`src/rtl/shift_rotate_unit.sv`:
```
// Multi-cycle shift/rotate unit (shr, shra, shl, ror, rol) with start/busy/done handshake.
// Optional carry_out port enabled by defining SHIFT_CARRY_EN.
module shift_rotate_unit #(
  parameter int WIDTH = 32,
  parameter int STEP  = 1,
  parameter int AW    = $clog2(WIDTH)
) (
  input  logic             clk,
  input  logic             clr,
  input  logic             start,
  input  logic [2:0]       op,
  input  logic [WIDTH-1:0] a,
  input  logic [AW-1:0]    amt,
  output logic             busy,
  output logic             done,
`ifdef SHIFT_CARRY_EN
  output logic             carry_out,
`endif
  output logic [WIDTH-1:0] result
);

  typedef enum logic [1:0] {S_IDLE, S_SHIFT, S_DONE} state_e;
  typedef enum logic [2:0] {
    OP_SHR  = 3'b000,
    OP_SHRA = 3'b001,
    OP_SHL  = 3'b010,
    OP_ROR  = 3'b011,
    OP_ROL  = 3'b100
  } op_e;

  localparam logic [AW:0] STEP_W = (AW+1)'(STEP);

  state_e             state_q, state_d;
  logic [WIDTH-1:0]   acc_q, result_q;
  logic [AW-1:0]      rem_q;
  logic [2:0]         op_q;
  logic               sign_q;
  logic [AW:0]        s;
  logic [WIDTH-1:0]   shifted;
  logic [2*WIDTH-1:0] wide;

  // Bits moved this cycle: never more than STEP, never past the remaining amount.
  always_comb begin
    s = ({1'b0, rem_q} < STEP_W) ? {1'b0, rem_q} : STEP_W;
  end

  always_comb begin
    wide    = '0;
    shifted = acc_q;
    case (op_q)
      OP_SHR:  shifted = acc_q >> s;
      OP_SHRA: begin
        wide    = {{WIDTH{sign_q}}, acc_q} >> s;
        shifted = wide[WIDTH-1:0];
      end
      OP_SHL:  shifted = acc_q << s;
      OP_ROR: begin
        wide    = {acc_q, acc_q} >> s;
        shifted = wide[WIDTH-1:0];
      end
      OP_ROL: begin
        wide    = {acc_q, acc_q} << s;
        shifted = wide[2*WIDTH-1:WIDTH];
      end
      default: shifted = acc_q;
    endcase
  end

  always_ff @(posedge clk or posedge clr) begin
    if (clr) state_q <= S_IDLE;
    else     state_q <= state_d;
  end

  always_comb begin
    state_d = state_q;
    case (state_q)
      S_IDLE:  if (start) state_d = (amt != '0 && op <= OP_ROL) ? S_SHIFT : S_DONE;
      S_SHIFT: if ({1'b0, rem_q} == s) state_d = S_DONE;
      S_DONE:  state_d = S_IDLE;
      default: state_d = S_IDLE;
    endcase
  end

  always_comb begin
    busy = (state_q != S_IDLE);
    done = (state_q == S_DONE);
  end

  // result is loaded on the edge entering DONE so it is valid while done is high.
  always_ff @(posedge clk or posedge clr) begin
    if (clr) begin
      acc_q    <= '0;
      rem_q    <= '0;
      op_q     <= '0;
      sign_q   <= 1'b0;
      result_q <= '0;
    end else begin
      case (state_q)
        S_IDLE: if (start) begin
          acc_q  <= a;
          rem_q  <= amt;
          op_q   <= op;
          sign_q <= a[WIDTH-1];
          if (state_d == S_DONE) result_q <= a;
        end
        S_SHIFT: begin
          acc_q <= shifted;
          rem_q <= rem_q - AW'(s);
          if (state_d == S_DONE) result_q <= shifted;
        end
        default: ;
      endcase
    end
  end

  assign result = result_q;

`ifdef SHIFT_CARRY_EN
  localparam logic [AW:0] WIDTH_W = (AW+1)'(WIDTH);

  logic          carry_q, bit_out;
  logic [AW-1:0] lo_idx, hi_idx;

  // Right-moving ops lose bit s-1; left-moving ops lose bit WIDTH-s.
  always_comb begin
    lo_idx  = AW'(s - 1'b1);
    hi_idx  = AW'(WIDTH_W - s);
    bit_out = 1'b0;
    case (op_q)
      OP_SHR, OP_SHRA, OP_ROR: bit_out = acc_q[lo_idx];
      OP_SHL, OP_ROL:          bit_out = acc_q[hi_idx];
      default:                 bit_out = 1'b0;
    endcase
  end

  always_ff @(posedge clk or posedge clr) begin
    if (clr) begin
      carry_q <= 1'b0;
    end else if (state_d == S_DONE) begin
      if (state_q == S_SHIFT)                carry_q <= bit_out;
      else if (state_q == S_IDLE && start)   carry_q <= 1'b0;
    end
  end

  assign carry_out = carry_q;
`endif

endmodule

```
`config.mk`:
```
export PLATFORM = sky130hd
export DESIGN_NAME = shift_rotate_unit
export DESIGN_NICKNAME = d
export VERILOG_FILES = /design/src/rtl/shift_rotate_unit.sv
export SDC_FILE = /design/constraint.sdc
export NUM_CORES = 1
export LEC_CHECK = 0
export CORE_ASPECT_RATIO = 2
export CORE_MARGIN = 2
export CORE_UTILIZATION = 40
export DETAILED_ROUTE_END_ITERATION = 6
export DONT_BUFFER_PORTS = 1
export GPL_ROUTABILITY_DRIVEN = 0
export GPL_TIMING_DRIVEN = 0
export MAX_ROUTING_LAYER = met4
export PLACE_DENSITY = 0.56
export SYNTH_ARGS = -nofsm -noshare
export SYNTH_HDL_FRONTEND = slang
export SYNTH_SLANG_ARGS = --single-unit
export TNS_END_PERCENT = 1
```
`constraint.sdc`:
```
create_clock -name clk -period 2.7 [get_ports clk]
set_input_delay 0.675 -clock clk [delete_from_list [all_inputs] [get_ports clk]]
set_output_delay 0.675 -clock clk [all_outputs]
set_load 0.01 [all_outputs]
```
=== After elaboration in Yosys (flattened, before gate mapping) ===
Cells that the tools add are included.

* Register bits: 75
* Input port bits: 43
* Output and inout port bits: 34

* Reductions and logical operators: 9
* Muxes and demuxes: 14
* Equality and inequality tests: 11
* Shifts and indexed selects: 5
* Add/subtract/negate cells: 1
* Magnitude comparators: 2

{| class="wikitable"
|+ Operator list
! kind !! number
|-
| 32-bit one-hot mux with 5 select lines || 1
|-
| 32-bit two-way mux || 4
|-
| 32-bit one-hot mux with 2 select lines || 2
|-
| 64-bit by 5-bit right shift with 32-bit output || 2
|-
| 64-bit by 5-bit << shifter with 64-bit output || 1
|-
| 32-bit by 5-bit << shifter with 32-bit output || 1
|-
| 32-bit by 5-bit right shift with 32-bit output || 1
|-
| 5-bit two-way mux || 2
|-
| 5-bit one-hot mux with 2 select lines || 1
|-
| 3-bit by 2-bit equality test with 1-bit output (second input constant) || 2
|-
| 2-bit two-way mux || 3
|-
| 2-bit != test (second input constant) || 3
|-
| 5-bit equality test || 1
|-
| 5-bit by 1-bit less-than comparator with 1-bit output (second input constant) || 1
|-
| 5-bit nonzero test || 1
|-
| 5-bit subtractor || 1
|-
| 2-bit equality test (second input constant) || 2
|-
| 2-bit one-hot mux with 2 select lines || 1
|-
| 2-bit AND reduction || 2
|-
| 4-bit AND reduction || 1
|-
| 2-bit nonzero test || 2
|-
| 3-bit by 1-bit equality test with 1-bit output (second input constant) || 1
|-
| 3-bit equality test (second input constant) || 1
|-
| 3-bit less-or-equal comparator (second input constant) || 1
|-
| other kinds (4) || 4
|}

=== Depth between registers and ports, before layout ===
* Depth in word-level cells: 9
* Mapped depth: 11

=== Least setup slack after synthesis ===
Ideal clock, no wire load.

* Path type: in2reg
* Start: input amt[2]
* End: register result_q[10], in the netlist result[10]
* Path slack: 0.581 ns
* Buffers on the path: 2
* Arrival time: 2.037 ns
* Library setup time: 0.082 ns
* Stages on the path: 7
* Cells stage by stage: or4_1 o21ai_0 o2bb2ai_1 buf_2 buf_2 nor2_1 a31oi_1

* Longest elaborated chain between the ends: 8
* Elaborated cells on any way between the ends: 9
* Classes of those cells: eq/ne: 3; mux: 3; reduce/logical: 3

{| class="wikitable"
|+ Ends and longest elaborated chain
! item !! RTL line !! text
|-
| start, declared || 13 || <nowiki>input logic [AW-1:0] amt,</nowiki>
|-
| 5-bit nonzero test (*) || 77 || <nowiki>S_IDLE: if (start) state_d = (amt != '0 && op <= OP_ROL) ? S_SHIFT : S_DONE;</nowiki>
|-
| 1-bit logical AND (*) || 77 ||
|-
| 2-bit two-way mux (*) (2 in a row) || 77 ||
|-
| 2-bit one-hot mux with 2 select lines (*) || 76 || <nowiki>case (state_q)</nowiki>
|-
| 2-bit equality test (*) || 104, 109 ||
|-
| 2-bit != test (no source line) || -- ||
|-
| 4-bit AND reduction (no source line) (*) || -- ||
|-
| end signal, assigned || 109 || <nowiki>if (state_d == S_DONE) result_q <= shifted;</nowiki>
|-
| end, declared || 34 || <nowiki>logic [WIDTH-1:0] acc_q, result_q;</nowiki>
|}

Every way passes the cells marked *; elsewhere a longest branch is shown, timed or not.
A chain may end at the register's enable or synchronous reset.

=== Worst setup path in the final report ===
* Start: register op_q[2]
* End: register acc_q[2]

* Longest elaborated chain between the ends: 3
* Elaborated cells on any way between the ends: 7
* Classes of those cells: eq/ne: 4; mux: 2; reduce/logical: 1

{| class="wikitable"
|+ Ends and longest elaborated chain
! item !! RTL line !! text
|-
| start, declared || 36 || <nowiki>logic [2:0] op_q;</nowiki>
|-
| start signal, assigned || 102 || <nowiki>op_q <= op;</nowiki>
|-
| 3-bit equality test (tied with other cells) || -- ||
|-
| 32-bit one-hot mux with 5 select lines (*) || 50 || <nowiki>case (op_q)</nowiki>
|-
| 32-bit one-hot mux with 2 select lines (*) || 98 || <nowiki>case (state_q)</nowiki>
|-
| end signal, assigned || 107 || <nowiki>acc_q <= shifted;</nowiki>
|-
| end, declared || 34 ||
|}

Marks and branches as above.

==> impl_metrics.json <==
{
  "setup_viol": 0,
  "synth_cells": 430,
  "place_area_mm2": 0.00400,
  "slowest_delay_ps": 480,
  "holdWs_ps": 229,
  "startpoint_type": "flop",
  "cts_made_buffers": 9,
  "worstPathRequired_ps": 2890,
  "cpMostUsedCell": "clkbuf_1",
  "p_per_area_mw_per_mm2": 1600,
  "rows": 50,
  "cp_slowest_cell": "a21oi_1",
  "critPathCaptureType": "flop",
  "hp-class": "in -> async",
  "placeableCoreArea_mm2": 0.00938,
  "status": "complete, no violations",
  "grt_max_degree": 43,
  "die_area_mm2": 0.0105,
  "finalCriticalPeriod_ps": 2330,
  "tightestPinTransition_ps": 605,
  "instances_no_fill": 550,
  "peakVddDrop_v": 0.000678,
  "synth_nets": 475,
  "rsz0062_at_grt": "no",
  "dieHeight_um": 143,
  "setup.worst_path.class": "reg -> reg",
  "syn_to_final_growth_pct": 12.0,
  "cp_cell_sequence": "clkbuf_1 -> o21a_1 -> a21oi_1 -> nand2_1 -> clkbuf_1 -> o21ai_1 -> a31oi_1",
  "antenna_left": 0,
  "grt_pass1_vias": 3276,
  "start_util": 0.410,
  "cts_tree": "done",
  "post_route_cells_drive_above_1_share": 0.0852,
  "fmax_ghz": 0.429,
  "cap_viol_max_count": 0,
  "p_leak_nw": 1.70,
  "portBuffers": 0,
  "finalNetCount": 487,
  "slew-limit-headroom": 0.597,
  "fin_crit_sh": 0.863,
  "cts_setup_buffers": 0,
  "ioPinCount": 77,
  "yosysSeqAreaShare": 0.488,
  "diodes": 0,
  "avgSynthCellArea_um2": 8.94,
  "clk_latency_ps": 330,
  "grt_use_total": 0.230,
  "htreeDepth": 3,
  "route.detailed.drc": 0,
  "wl_per_cell_um": 20.4,
  "r2r-end": "acc_q[2]",
  "r2r_start": "op_q[2]",
  "rr_worst_depth": 7,
  "cts-root-buf": "clkbuf_16",
  "cp_max_fo": 10,
  "first_pass_iters": 4,
  "vias": 3367,
  "ys_warn_count": 0,
  "drv_slew": 0,
  "place_inst": 535,
  "wirelength_um": 11200,
  "dp_hpwl_um": 8240,
  "cts_resized": 0,
  "synth_seq_cells": 75,
  "drt_iter0_markers": 263,
  "clock_skew_ps": 5.92,
  "vias_per_cell": 6.12,
  "netlist_area_mm2": 0.00384,
  "ff2ff_setup_slack_ps": 370,
  "overflow": 0,
  "fillerInstances": 951,
  "clockBufferDepth": 2,
  "synthDistinctLibCells": 38,
  "fin_util": 0.459,
  "die-width_um": 73.3,
  "clkSinkCount": 75,
  "hold_viol": 0,
  "holdBufCountCts": 0,
  "grt_antenna_before_repair": 0,
  "stdcell_area_mm2": 0.00431,
  "grt_pass1_wl_um": 17800,
  "clkTransAtPathRegs_ps": 60,
  "cp_data_arrival_time_ps": 2520
}
-- through the flow --
| step | total power [W] | setup WS [ps] | TNS (ps) |
|---|---|---|---|
| after floorplan | 0.00471 | 115 | 0 |
| after global placement | 0.00559 | -749 | -55920 |
| after detailed placement | 0.00566 | 209 | 0 |
| after CTS | 0.00695 | 390 | 0 |
| after global routing | 0.00748 | 129 | 0 |
| final | 0.00690 | 369 | 0 |
-- cell families after synthesis --
| logic type | Yosys count | synth area share |
|---|---|---|
| muxes | 1 | 0.00260 |
| DFF | 75 | 0.488 |
| and+or+nand+nor | 148 | 0.159 |
| AOI/OAI and AO/OA | 161 | 0.294 |
| buffers and inverters | 43 | 0.0501 |
| adders and majority gates | 2 | 0.00651 |
-- sequential cells by signal, indices dropped and copies added (netlist names) --
signal	count
op_q	3
result	32
acc_q	32
sign_q	1
state_q	2
rem_q	5
-- Yosys cell counts (all sizes together) --
master | instances | share of area
buf | 12 | 0.020
inv | 7 | 0.0068
a21oi | 13 | 0.017
nand2b | 2 | 0.0033
a211oi | 1 | 0.0020
o22ai | 4 | 0.0065
or4 | 3 | 0.0068
ha | 2 | 0.0065
mux2i | 1 | 0.0026
nor3 | 7 | 0.0091
nor2 | 73 | 0.071
a22oi | 2 | 0.0039
o311ai | 2 | 0.0046
clkbuf | 24 | 0.023
nand2 | 53 | 0.052
o21ai | 41 | 0.054
o2bb2ai | 1 | 0.0023
and2 | 1 | 0.0016
dfrtp | 75 | 0.49
nand3 | 3 | 0.0039
o221ai | 5 | 0.011
a21boi | 4 | 0.0078
nor4 | 3 | 0.0065
a31oi | 55 | 0.089
o21a | 1 | 0.0020
a211o | 1 | 0.0023
o221a | 26 | 0.076
o211ai | 3 | 0.0094
nor2b | 3 | 0.0049
o22a | 2 | 0.0046
-- critical path: cells and delay by family (launching register included) --
kind            cells  cell delay, ps
simple gates        1             300
flops               1             350
buf+inv             2             520
compound gates      4            1010
-- final cells by class --
| class | count | area, µm² | share of cell area |
|---|---|---|---|
| sequential | 75 | 1880 | 0.436 |
| multi-input combinational | 312 | 1780 | 0.412 |
| clock buffer | 10 | 229 | 0.0532 |
| buffer | 36 | 166 | 0.0387 |
| tap | 104 | 130 | 0.0302 |
| clock inverter | 5 | 78.8 | 0.0183 |
| inverter | 7 | 28.8 | 0.00668 |
| timing repair buffer | 1 | 20.0 | 0.00465 |
-- power breakdown --
part | switching [W] | total [W] | internal, W
sequential | 0.000668 | 0.00237 | 0.00170
combinational | 0.00204 | 0.00326 | 0.00123
clock | 0.000464 | 0.00127 | 0.000803
-- routing by layer --
metal	vias up	global-route usage	routed length, µm
met5	-	-	0
met4	0	0.0766	221
met3	14	0.0381	506
met2	85	0.412	6410
met1	1659	0.253	4060
li1	1609	-	-
-- how the worst max path moves through the flow --
stage | from | to | slack (ps) | cells after the start
2_1_floorplan | clr | acc_q[0] | 120 | 1
5_1_grt | op_q[2] | acc_q[5] | 130 | 7
6_report | op_q[2] | acc_q[2] | 370 | 7
3_3_place_gp | clr | result[30] | -750 | 1
4_1_cts | op_q[2] | result[25] | 390 | 7
3_5_place_dp | amt[2] | result[24] | 210 | 6
-- placed cells by master (no fill, tap or decap), types with 9 or more instances in the layout --
cell type / Yosys / layout
dfrtp_1: 75 / 75
nor2_1: 73 / 73
a31oi_1: 55 / 55
nand2_1: 53 / 53
clkbuf_1: 24 / 25
o21ai_1: 25 / 25
o221a_1: 18 / 18
o21ai_0: 15 / 15
a21oi_1: 13 / 13
clkbuf_16: 0 / 9
(Power assumes the default switching activity.)
